[src/rtl/alu_seq.sv]
// Multi-cycle ALU: single-cycle logic/arith ops, iterative shift-add MUL and restoring DIV/MOD.
// Define ALU_OVF_EN to add the signed-overflow output ovf for ADD/SUB.
module alu_seq #(
  parameter  int WIDTH = 32,
  localparam int CNT_W = $clog2(WIDTH + 1)
) (
  input  logic             clk,
  input  logic             rst,
  input  logic             in_valid,
  output logic             in_ready,
  input  logic [WIDTH-1:0] a,
  input  logic [WIDTH-1:0] b,
  input  logic [3:0]       sel,
  output logic             out_valid,
  input  logic             out_ready,
  output logic [WIDTH-1:0] res,
  output logic             zf,
`ifdef ALU_OVF_EN
  output logic             ovf,
`endif
  output logic             dz
);

  typedef enum logic [1:0] {IDLE, CALC, DONE} state_e;

  typedef enum logic [3:0] {
    OP_AND  = 4'b0000, OP_OR   = 4'b0001, OP_ADD  = 4'b0010, OP_MOD  = 4'b0011,
    OP_NOR  = 4'b0100, OP_MUL  = 4'b0101, OP_SUB  = 4'b0110, OP_XOR  = 4'b0111,
    OP_DIV  = 4'b1000, OP_SLTU = 4'b1001, OP_RSVD = 4'b1010, OP_SLTS = 4'b1011,
    OP_NOT  = 4'b1100, OP_SGTZ = 4'b1101, OP_ONES = 4'b1110, OP_ZERO = 4'b1111
  } op_e;

  state_e           state;
  op_e              op_q;
  logic [CNT_W-1:0] cnt;
  // MUL: acc = product, sh_a = shifted multiplicand, sh_b = shifted multiplier.
  // DIV/MOD: acc = partial remainder, sh_a = dividend shifting into quotient, sh_b = divisor.
  logic [WIDTH-1:0] acc, sh_a, sh_b;

  op_e              op_in;
  logic [WIDTH-1:0] sum, diff, fast_res;
  logic             iter_op, div_zero;

  assign op_in    = op_e'(sel);
  assign sum      = a + b;
  assign diff     = a - b;
  assign iter_op  = (op_in == OP_MUL) || (op_in == OP_DIV) || (op_in == OP_MOD);
  assign div_zero = ((op_in == OP_DIV) || (op_in == OP_MOD)) && (b == '0);

  // NOTE: every output of an always_comb gets a default first, so no path can infer a latch.
  always_comb begin
    fast_res = '0;
    case (op_in)
      OP_AND:  fast_res = a & b;
      OP_OR:   fast_res = a | b;
      OP_ADD:  fast_res = sum;
      OP_NOR:  fast_res = ~(a | b);
      OP_SUB:  fast_res = diff;
      OP_XOR:  fast_res = a ^ b;
      OP_SLTU: fast_res = {{(WIDTH-1){1'b0}}, (a < b)};
      OP_SLTS: fast_res = {{(WIDTH-1){1'b0}}, ($signed(a) < $signed(b))};
      OP_SGTZ: fast_res = {{(WIDTH-1){1'b0}}, (!a[WIDTH-1] && (a != '0))};
      OP_NOT:  fast_res = ~b;
      OP_ONES: fast_res = '1;
      OP_DIV:  fast_res = '1;   // only reached for a zero divisor
      OP_MOD:  fast_res = a;    // only reached for a zero divisor
      default: fast_res = '0;
    endcase
  end

`ifdef ALU_OVF_EN
  logic fast_ovf;
  always_comb begin
    fast_ovf = 1'b0;
    if (op_in == OP_ADD)
      fast_ovf = (a[WIDTH-1] == b[WIDTH-1]) && (sum[WIDTH-1] != a[WIDTH-1]);
    else if (op_in == OP_SUB)
      fast_ovf = (a[WIDTH-1] != b[WIDTH-1]) && (diff[WIDTH-1] != a[WIDTH-1]);
  end
`endif

  // One iteration of shift-add multiply or restoring division.
  logic [WIDTH-1:0] acc_nxt, sh_a_nxt, sh_b_nxt, iter_res;
  logic [WIDTH:0]   rem_sh, rem_sub;

  always_comb begin
    acc_nxt  = acc;
    sh_a_nxt = sh_a;
    sh_b_nxt = sh_b;
    rem_sh   = {acc, sh_a[WIDTH-1]};
    rem_sub  = rem_sh - {1'b0, sh_b};
    if (op_q == OP_MUL) begin
      if (sh_b[0]) acc_nxt = acc + sh_a;
      sh_a_nxt = sh_a << 1;
      sh_b_nxt = sh_b >> 1;
    end else if (!rem_sub[WIDTH]) begin
      acc_nxt  = rem_sub[WIDTH-1:0];
      sh_a_nxt = {sh_a[WIDTH-2:0], 1'b1};
    end else begin
      acc_nxt  = rem_sh[WIDTH-1:0];
      sh_a_nxt = {sh_a[WIDTH-2:0], 1'b0};
    end
  end

  assign iter_res  = (op_q == OP_DIV) ? sh_a_nxt : acc_nxt;
  assign in_ready  = (state == IDLE);
  assign out_valid = (state == DONE);

  // NOTE: sequential state uses non-blocking assignments so every flop samples pre-edge values.
  always_ff @(posedge clk) begin
    if (rst) begin
      // NOTE: the datapath registers are reset too, so res/zf/dz are defined straight out of reset.
      state <= IDLE;
      op_q  <= OP_ZERO;
      cnt   <= '0;
      acc   <= '0;
      sh_a  <= '0;
      sh_b  <= '0;
      res   <= '0;
      zf    <= 1'b1;
      dz    <= 1'b0;
`ifdef ALU_OVF_EN
      ovf   <= 1'b0;
`endif
    end else begin
      case (state)
        IDLE: if (in_valid) begin
          op_q <= op_in;
          cnt  <= '0;
          if (iter_op && !div_zero) begin
            state <= CALC;
            acc   <= '0;
            sh_a  <= a;
            sh_b  <= b;
          end else begin
            state <= DONE;
            res   <= fast_res;
            zf    <= (fast_res == '0);
            dz    <= div_zero;
`ifdef ALU_OVF_EN
            ovf   <= fast_ovf;
`endif
          end
        end
        CALC: begin
          acc  <= acc_nxt;
          sh_a <= sh_a_nxt;
          sh_b <= sh_b_nxt;
          cnt  <= cnt + 1'b1;
          if (cnt == CNT_W'(WIDTH - 1)) begin
            state <= DONE;
            res   <= iter_res;
            zf    <= (iter_res == '0);
            dz    <= 1'b0;
`ifdef ALU_OVF_EN
            ovf   <= 1'b0;
`endif
          end
        end
        DONE: if (out_ready) state <= IDLE;
        default: state <= IDLE;
      endcase
    end
  end

endmodule
[config.mk]
export PLATFORM = sky130hd
export DESIGN_NAME = alu_seq
export DESIGN_NICKNAME = d
export VERILOG_FILES = /design/src/rtl/alu_seq.sv
export SDC_FILE = /design/constraint.sdc
export NUM_CORES = 1
export LEC_CHECK = 0
export BUFFER_PORTS_ARGS = -buffer_cell sky130_fd_sc_hd__buf_2
export CORE_MARGIN = 8
export CORE_UTILIZATION = 35
export CTS_CLUSTER_SIZE = 8
export DETAILED_ROUTE_END_ITERATION = 6
export GPL_ROUTABILITY_DRIVEN = 0
export GPL_TIMING_DRIVEN = 1
export PLACE_DENSITY_LB_ADDON = 0.25
export RECOVER_POWER = 100
export SLEW_MARGIN = 20
export SYNTH_ARGS = -nofsm -noshare
export SYNTH_HDL_FRONTEND = slang
export SYNTH_SLANG_ARGS = --single-unit
[constraint.sdc]
create_clock -name clk -period 4.8 [get_ports clk]
set_clock_uncertainty 0.1 [all_clocks]
set_input_delay 0.96 -clock clk [delete_from_list [all_inputs] [get_ports clk]]
set_output_delay 0.96 -clock clk [all_outputs]
set_load 0.05 [all_outputs]
**Word-level counts from Yosys, hierarchy flattened**

Cells that the tools add are included.

- Register bits: 142
- Input bits: 72
- Output and inout port bits: 36
- Word-level logic and storage cells: 103

- $add $sub $neg: 5
- Order comparisons: 2
- Eq/ne operators: 24
- Mux-type cells: 36
- Bitwise logic cells: 5
- Reduce and logical (&&, ||, !) cells: 22

Operators with widths:

| cell | number |
|---|---|
| $mux W32 | 14 |
| $pmux W32 S12 | 1 |
| $pmux W32 S2 | 4 |
| $logic_not A32 Y1 | 3 |
| $add A32 B32 Y32 | 2 |
| $lt A32 B32 Y1 | 2 |
| $not A32 Y32 | 2 |
| $sub A33 B32 Y33 | 1 |
| $and A32 B32 Y32 | 1 |
| $or A32 B32 Y32 | 1 |
| $reduce_bool A32 Y1 | 1 |
| $sub A32 B32 Y32 | 1 |
| $xor A32 B32 Y32 | 1 |
| $eq A4 B4 Y1 const B | 7 |
| $eq A4 B3 Y1 const B | 5 |
| $pmux W6 S2 | 1 |
| $eq A4 B2 Y1 const B | 2 |
| $mux W1 | 8 |
| $mux W2 | 4 |
| $ne A2 B2 Y1 const B | 4 |
| $reduce_and A4 Y1 | 2 |
| $add A6 B1 Y6 const B | 1 |
| $eq A6 B5 Y1 const B | 1 |
| $mux W6 | 1 |
| 15 further kinds | 24 |

**Logic depth before layout (Yosys ltp)**

- Depth after elaboration: 8
- Mapped depth: 19
- Depth with buffers taken out: 16

**Worst setup path after synthesis**

Ideal clock, no wire load.

- Path kind: input port to flip-flop
- From: in b[5]
- To: reg zf
- Setup time: 0.058 ns
- Arrival time: 4.052 ns
- Required time: 4.642 ns
- Setup slack: 0.590 ns
- Cell stages on the path: 15
- Buffers on the path: 1
- Path through: inv_1 -> ha_1 -> clkbuf_1 -> or3b_2 -> a31oi_1 -> a2111oi_0 -> a211oi_1 -> a31oi_1 -> a21oi_1 -> a211o_1 -> xnor2_1 -> o211ai_1 -> or4b_1 -> nor4_1 -> a211o_1

- Cells in the longest elaborated chain, start to end: 7

RTL lines:

| element | RTL line | text |
|---|---|---|
| start: declaration | 12 | `input logic [WIDTH-1:0] b,` |
| parallel branches: the longest is 7 deep, another holds $sub A32 B32 Y32 | - |  |
| end signal: assignment | 138 | `zf <= (fast_res == '0);` |
| end signal: assignment | 153 | `zf <= (iter_res == '0);` |
| end: declaration | 17 | `output logic zf,` |

Parallel ways; which one is timed is not known. The select of a mux whose other input is x is not followed.
A chain may end at the register's enable or synchronous reset.

**Final worst setup path**

- From: reg sh_b[29]
- To: reg zf

- Cells in the longest elaborated chain, start to end: 7

RTL lines:

| element | RTL line | text |
|---|---|---|
| start: declaration | 38 | `logic [WIDTH-1:0] acc, sh_a, sh_b;` |
| start signal: assignment | 148 | `sh_b <= sh_b_nxt;` |
| $sub A33 B32 Y33 (*) | 91 | `rem_sub = rem_sh - {1'b0, sh_b};` |
| $mux W32 or $mux W1 (tied branches) | 96 | `end else if (!rem_sub[WIDTH]) begin` |
| $mux W32 or $mux W1 (tied branches) | 92 | `if (op_q == OP_MUL) begin` |
| $mux W32 (*) | 105 | `assign iter_res = (op_q == OP_DIV) ? sh_a_nxt : acc_nxt;` |
| $logic_not A32 Y1 (*) | 153 |  |
| $mux W1 (*) | 150 | `if (cnt == CNT_W'(WIDTH - 1)) begin` |
| $pmux W1 S2 (*) | 126 | `case (state)` |

Mark *: on every way between the ends. The rest lies on a longest branch, timed or not. The select of a mux whose other input is x is not followed.

==> impl_results.md <==
* Sink Count at 142
* Sequential power share at 24.2%
* Yosys top cell area share at 16.1%
* Final WL at 82300 um
* Layout cell share with drive strength beyond 1 at 15.0%
* DR iter-0 viols at 3026
* Max frequency at 216 MHz
* Final worst-path cycle share at between 90% and 100%
* Critical Path Start Type: register
* Pin count of the biggest net entering global routing at 68
* Synth Net Count at 2856
* Post-Synth Simple-Gate Area at between 20% and 30%
* Routed Antenna Nets at 0
* FF+latch count, synth at 142
* Post-synth ARST share at 0%
* Row cnt at 82
* Internal Power at approximately 3 mW
* Run status: finished with violations
* Tmin final at between 4000 and 5000 ps
* Max incr delay on CP at 490 ps
* Max clock buf depth at 2
* Area Overhead vs Synth at 18.7%
* Min Hold Slack at 353 ps
* Synthesized area at 17700 um^2
* Mux cell area share after synthesis at under 10%
* Setup Crit Path Kind: reg -> reg
* Main combinational cell family by area after synthesis: compound AO/OA/AOI/OAI gates
* Worst flop-to-flop path startpoint: sh_b[29]$_SDFFE_PP0P_
* Worst-Skew Late Latency at 460 ps
* R2R cell count at 16
* Routed len/inst at about 24 um
* Pins Over Slew Limit at 127
* Leak Pwr at approximately 9 nW
* Syn Area/Cell at 6.75 um^2
* Cell count after synthesis at 2617
* Initial antenna violation count at 1
* Dominant cells by area after synthesis: dfxtp_1 16%, ha_1 12%, nand2_1 7.4%, a21oi_1 7.4%, nor2_1 5.9%
* Violated checks: max-capacitance violations, max-slew violations
* Util after Layout at 42.0%
* Post-Synth Adder-Cell Area at between 10% and 20%
* P per Cell Area at 263 nW/um^2
* Most frequent cell after synthesis: nand2_1
* Max-cap violation count at 3
* Synth area leader: dfxtp_1
* N_diodes at 0
* Final Hold Fails at 0
* Clock slew at reported path FFs at approximately 70 ps
* Die X at 241 um
* CTS tree: yes
* Leading cell types by count after synthesis: 350 x nand2_1, 280 x nor2_1, 261 x a21oi_1
* Crit end category: register
* Slew margin rel. at -54.0%
* Cell area after placement at 20400 um^2
* Unique masters post-synth at 92
* Setup violations, final at 0
* Worst VDD drop at 0.284 mV
* DP Wirelength at 64600 um
* 1st-pass router iterations at 7
* Post-synth EDFFs at 0
* I/O pins at between 100 and 150
* Register area share after synthesis at 16.1%
* Sw Ratio at 45.4%
* Slowest CP cell: a2111oi_4
* Core Box Area at 50000 um^2
* Worst Setup SP: sh_b[29]$_SDFFE_PP0P_
* DR vias/cell at 6.30
* DR vias at 22081
* Combinational share of power at 52.2%
* Die ar. at 58000 um^2
* Placed Cells at 3468
* Starting Density at 35.4%
* Psw at 2.50 mW
* Synth warn at 0
* First-pass GRT wire length at 123000 um
* Clock root cell: clkbuf_16
* Htree depth at 4
* All-Layer GR Usage at a little over a quarter
* Die height at 241 um
* Worst EP arrival at roughly 4900 ps
* Worst Path Max Fanout at 9
* CTS buffer count at 17
* Synth Area in XOR/XNOR at 2.87%
* Vias in the first global route at 20787
* GR Overflow Total at 0
* Compound-Gate Fraction of Synth Area at 35.5%
* Pwr Total at 5.51 mW
* CP cell instances: inv_1 > ha_1 > a21o_1 > a21o_1 > a21oi_4 > mux2i_1 > a311oi_2 > buf_4 > nor4_1 > a311oi_1 > nand4_1 > nor4b_2 > o2111ai_1 > a2111oi_4 > buf_4 > a211o_1
* IO buf count at 107
* Finished Cell Area at 21000 um^2
* Top FF cell, synth: dfxtp_1
* # DRC at 0
* Worst Hold Class: reg -> reg
* Critical Path End: zf$_SDFFE_PP1P_
* Final nets at 3058
* Worst Max-Slew Pin Slew at ~2300 ps
* Hold_buf cts at 0
* Crit Reg-Reg Endpoint: zf$_SDFFE_PP1P_
* CP Data Required Time at between 5000 and 6000 ps
* Non-filler cells, final at 3503
* Part of the power in the clock network at 23.6%
* FF-to-FF setup slack at 170 ps
[worst min-delay path by stage]
stage                     cells past startpoint                   from               endpoint  slack [ps]
after global placement                        2   res[13]$_SDFFE_PP0P_   res[13]$_SDFFE_PP0P_         340
after CTS                                     2   res[13]$_SDFFE_PP0P_   res[13]$_SDFFE_PP0P_         350
after global routing                          2   res[16]$_SDFFE_PP0P_   res[16]$_SDFFE_PP0P_         370
after floorplan                               2  sh_b[31]$_SDFFE_PP0P_  sh_b[30]$_SDFFE_PP0P_         350
after detailed placement                      2   res[13]$_SDFFE_PP0P_   res[13]$_SDFFE_PP0P_         340
final                                         2   res[13]$_SDFFE_PP0P_   res[13]$_SDFFE_PP0P_         350
[sequential cells by signal, summed over array words and instances, names as in the netlist]
name and cells:
zf 1, sh_b 32, dz 1, state 2
op_q 4, sh_a 32, res 32, acc 32
cnt 6
[final cells by class]
type	count	area (um^2)
repair buffers	368	2450
multi-input cells	2143	13700
well taps	672	841
clock inverters	14	130
fillers	5255	29000
flip-flops and latches	142	2840
clock buffers	17	425
inverters	147	552
[placed cells by master, fill, tap and decap left out, types with 25 or more instances in the layout]
| cell | netlist | routed |
|---|---|---|
| a211oi_1 | 47 | 42 |
| a21o_1 | 49 | 49 |
| a21oi_1 | 261 | 261 |
| a22oi_1 | 25 | 25 |
| a311oi_1 | 80 | 79 |
| a31oi_1 | 41 | 39 |
| buf_2 | 11 | 70 |
| buf_4 | 1 | 246 |
| clkbuf_1 | 158 | 44 |
| dfxtp_1 | 142 | 142 |
| ha_1 | 163 | 163 |
| inv_1 | 145 | 144 |
| mux2i_1 | 27 | 26 |
| nand2_1 | 350 | 349 |
| nand3_1 | 66 | 66 |
| nand4_1 | 35 | 35 |
| nor2_1 | 280 | 279 |
| nor3_1 | 61 | 58 |
| nor4_1 | 39 | 36 |
| o211ai_1 | 48 | 48 |
| o21ai_0 | 152 | 150 |
| xnor2_1 | 34 | 34 |
[timing repair]
action                                  CTS  global route
pin swaps                                 2             8
buffers inserted                          1             3
endpoints found under the setup margin    1             4
endpoints found under the hold margin     0             0
resized for setup                         4            22
[power groups by stage]
stage | Clock [mW] | Combinational [mW] | Sequential, mW
4_1_cts | 1.31 | 2.78 | 1.33
2_1_floorplan | 0 | 1.54 | 1.42
5_1_grt | 1.36 | 3.04 | 1.34
6_report | 1.30 | 2.87 | 1.33
3_5_place_dp | 0 | 2.74 | 1.36
3_3_place_gp | 0 | 2.72 | 1.35
[metal layers]
metal	routed length [um]	GRT usage [%]	vias up
met5	9	0	-
met4	5830	17.2	2
met3	7880	5.05	335
met2	35900	43.1	1412
met1	32700	34.0	10290
li1	-	-	10042
[per-stage QoR]
step	TNS, ps	worst slack (ps)
after detailed placement	-339	-339
final	0	170
after floorplan	0	590
after global placement	-359	-359
after CTS	0	14.2
after global routing	-21.9	-21.9
[worst max-delay path, delay by kind of cell (launching register included)]
family,cells,cell delay [ps]
and+or+nand+nor,3,650
AOI/OAI and AO/OA,8,2380
buffers and inverters,3,540
muxes,1,140
DFF,1,370
adders and majority gates,1,400
[kinds of logic (layout without fill, tap and decap cells)]
family                     count (synthesis)  count (layout)
adders and majority gates                167             167
AOI/OAI and AO/OA                        928             928
DFF                                      142             142
muxes                                     32              32
buffers and inverters                    332             546
and+or+nand+nor                          958             958
xor gates and xnor gates                  58              58
Power figures use the tool's default switching activity.
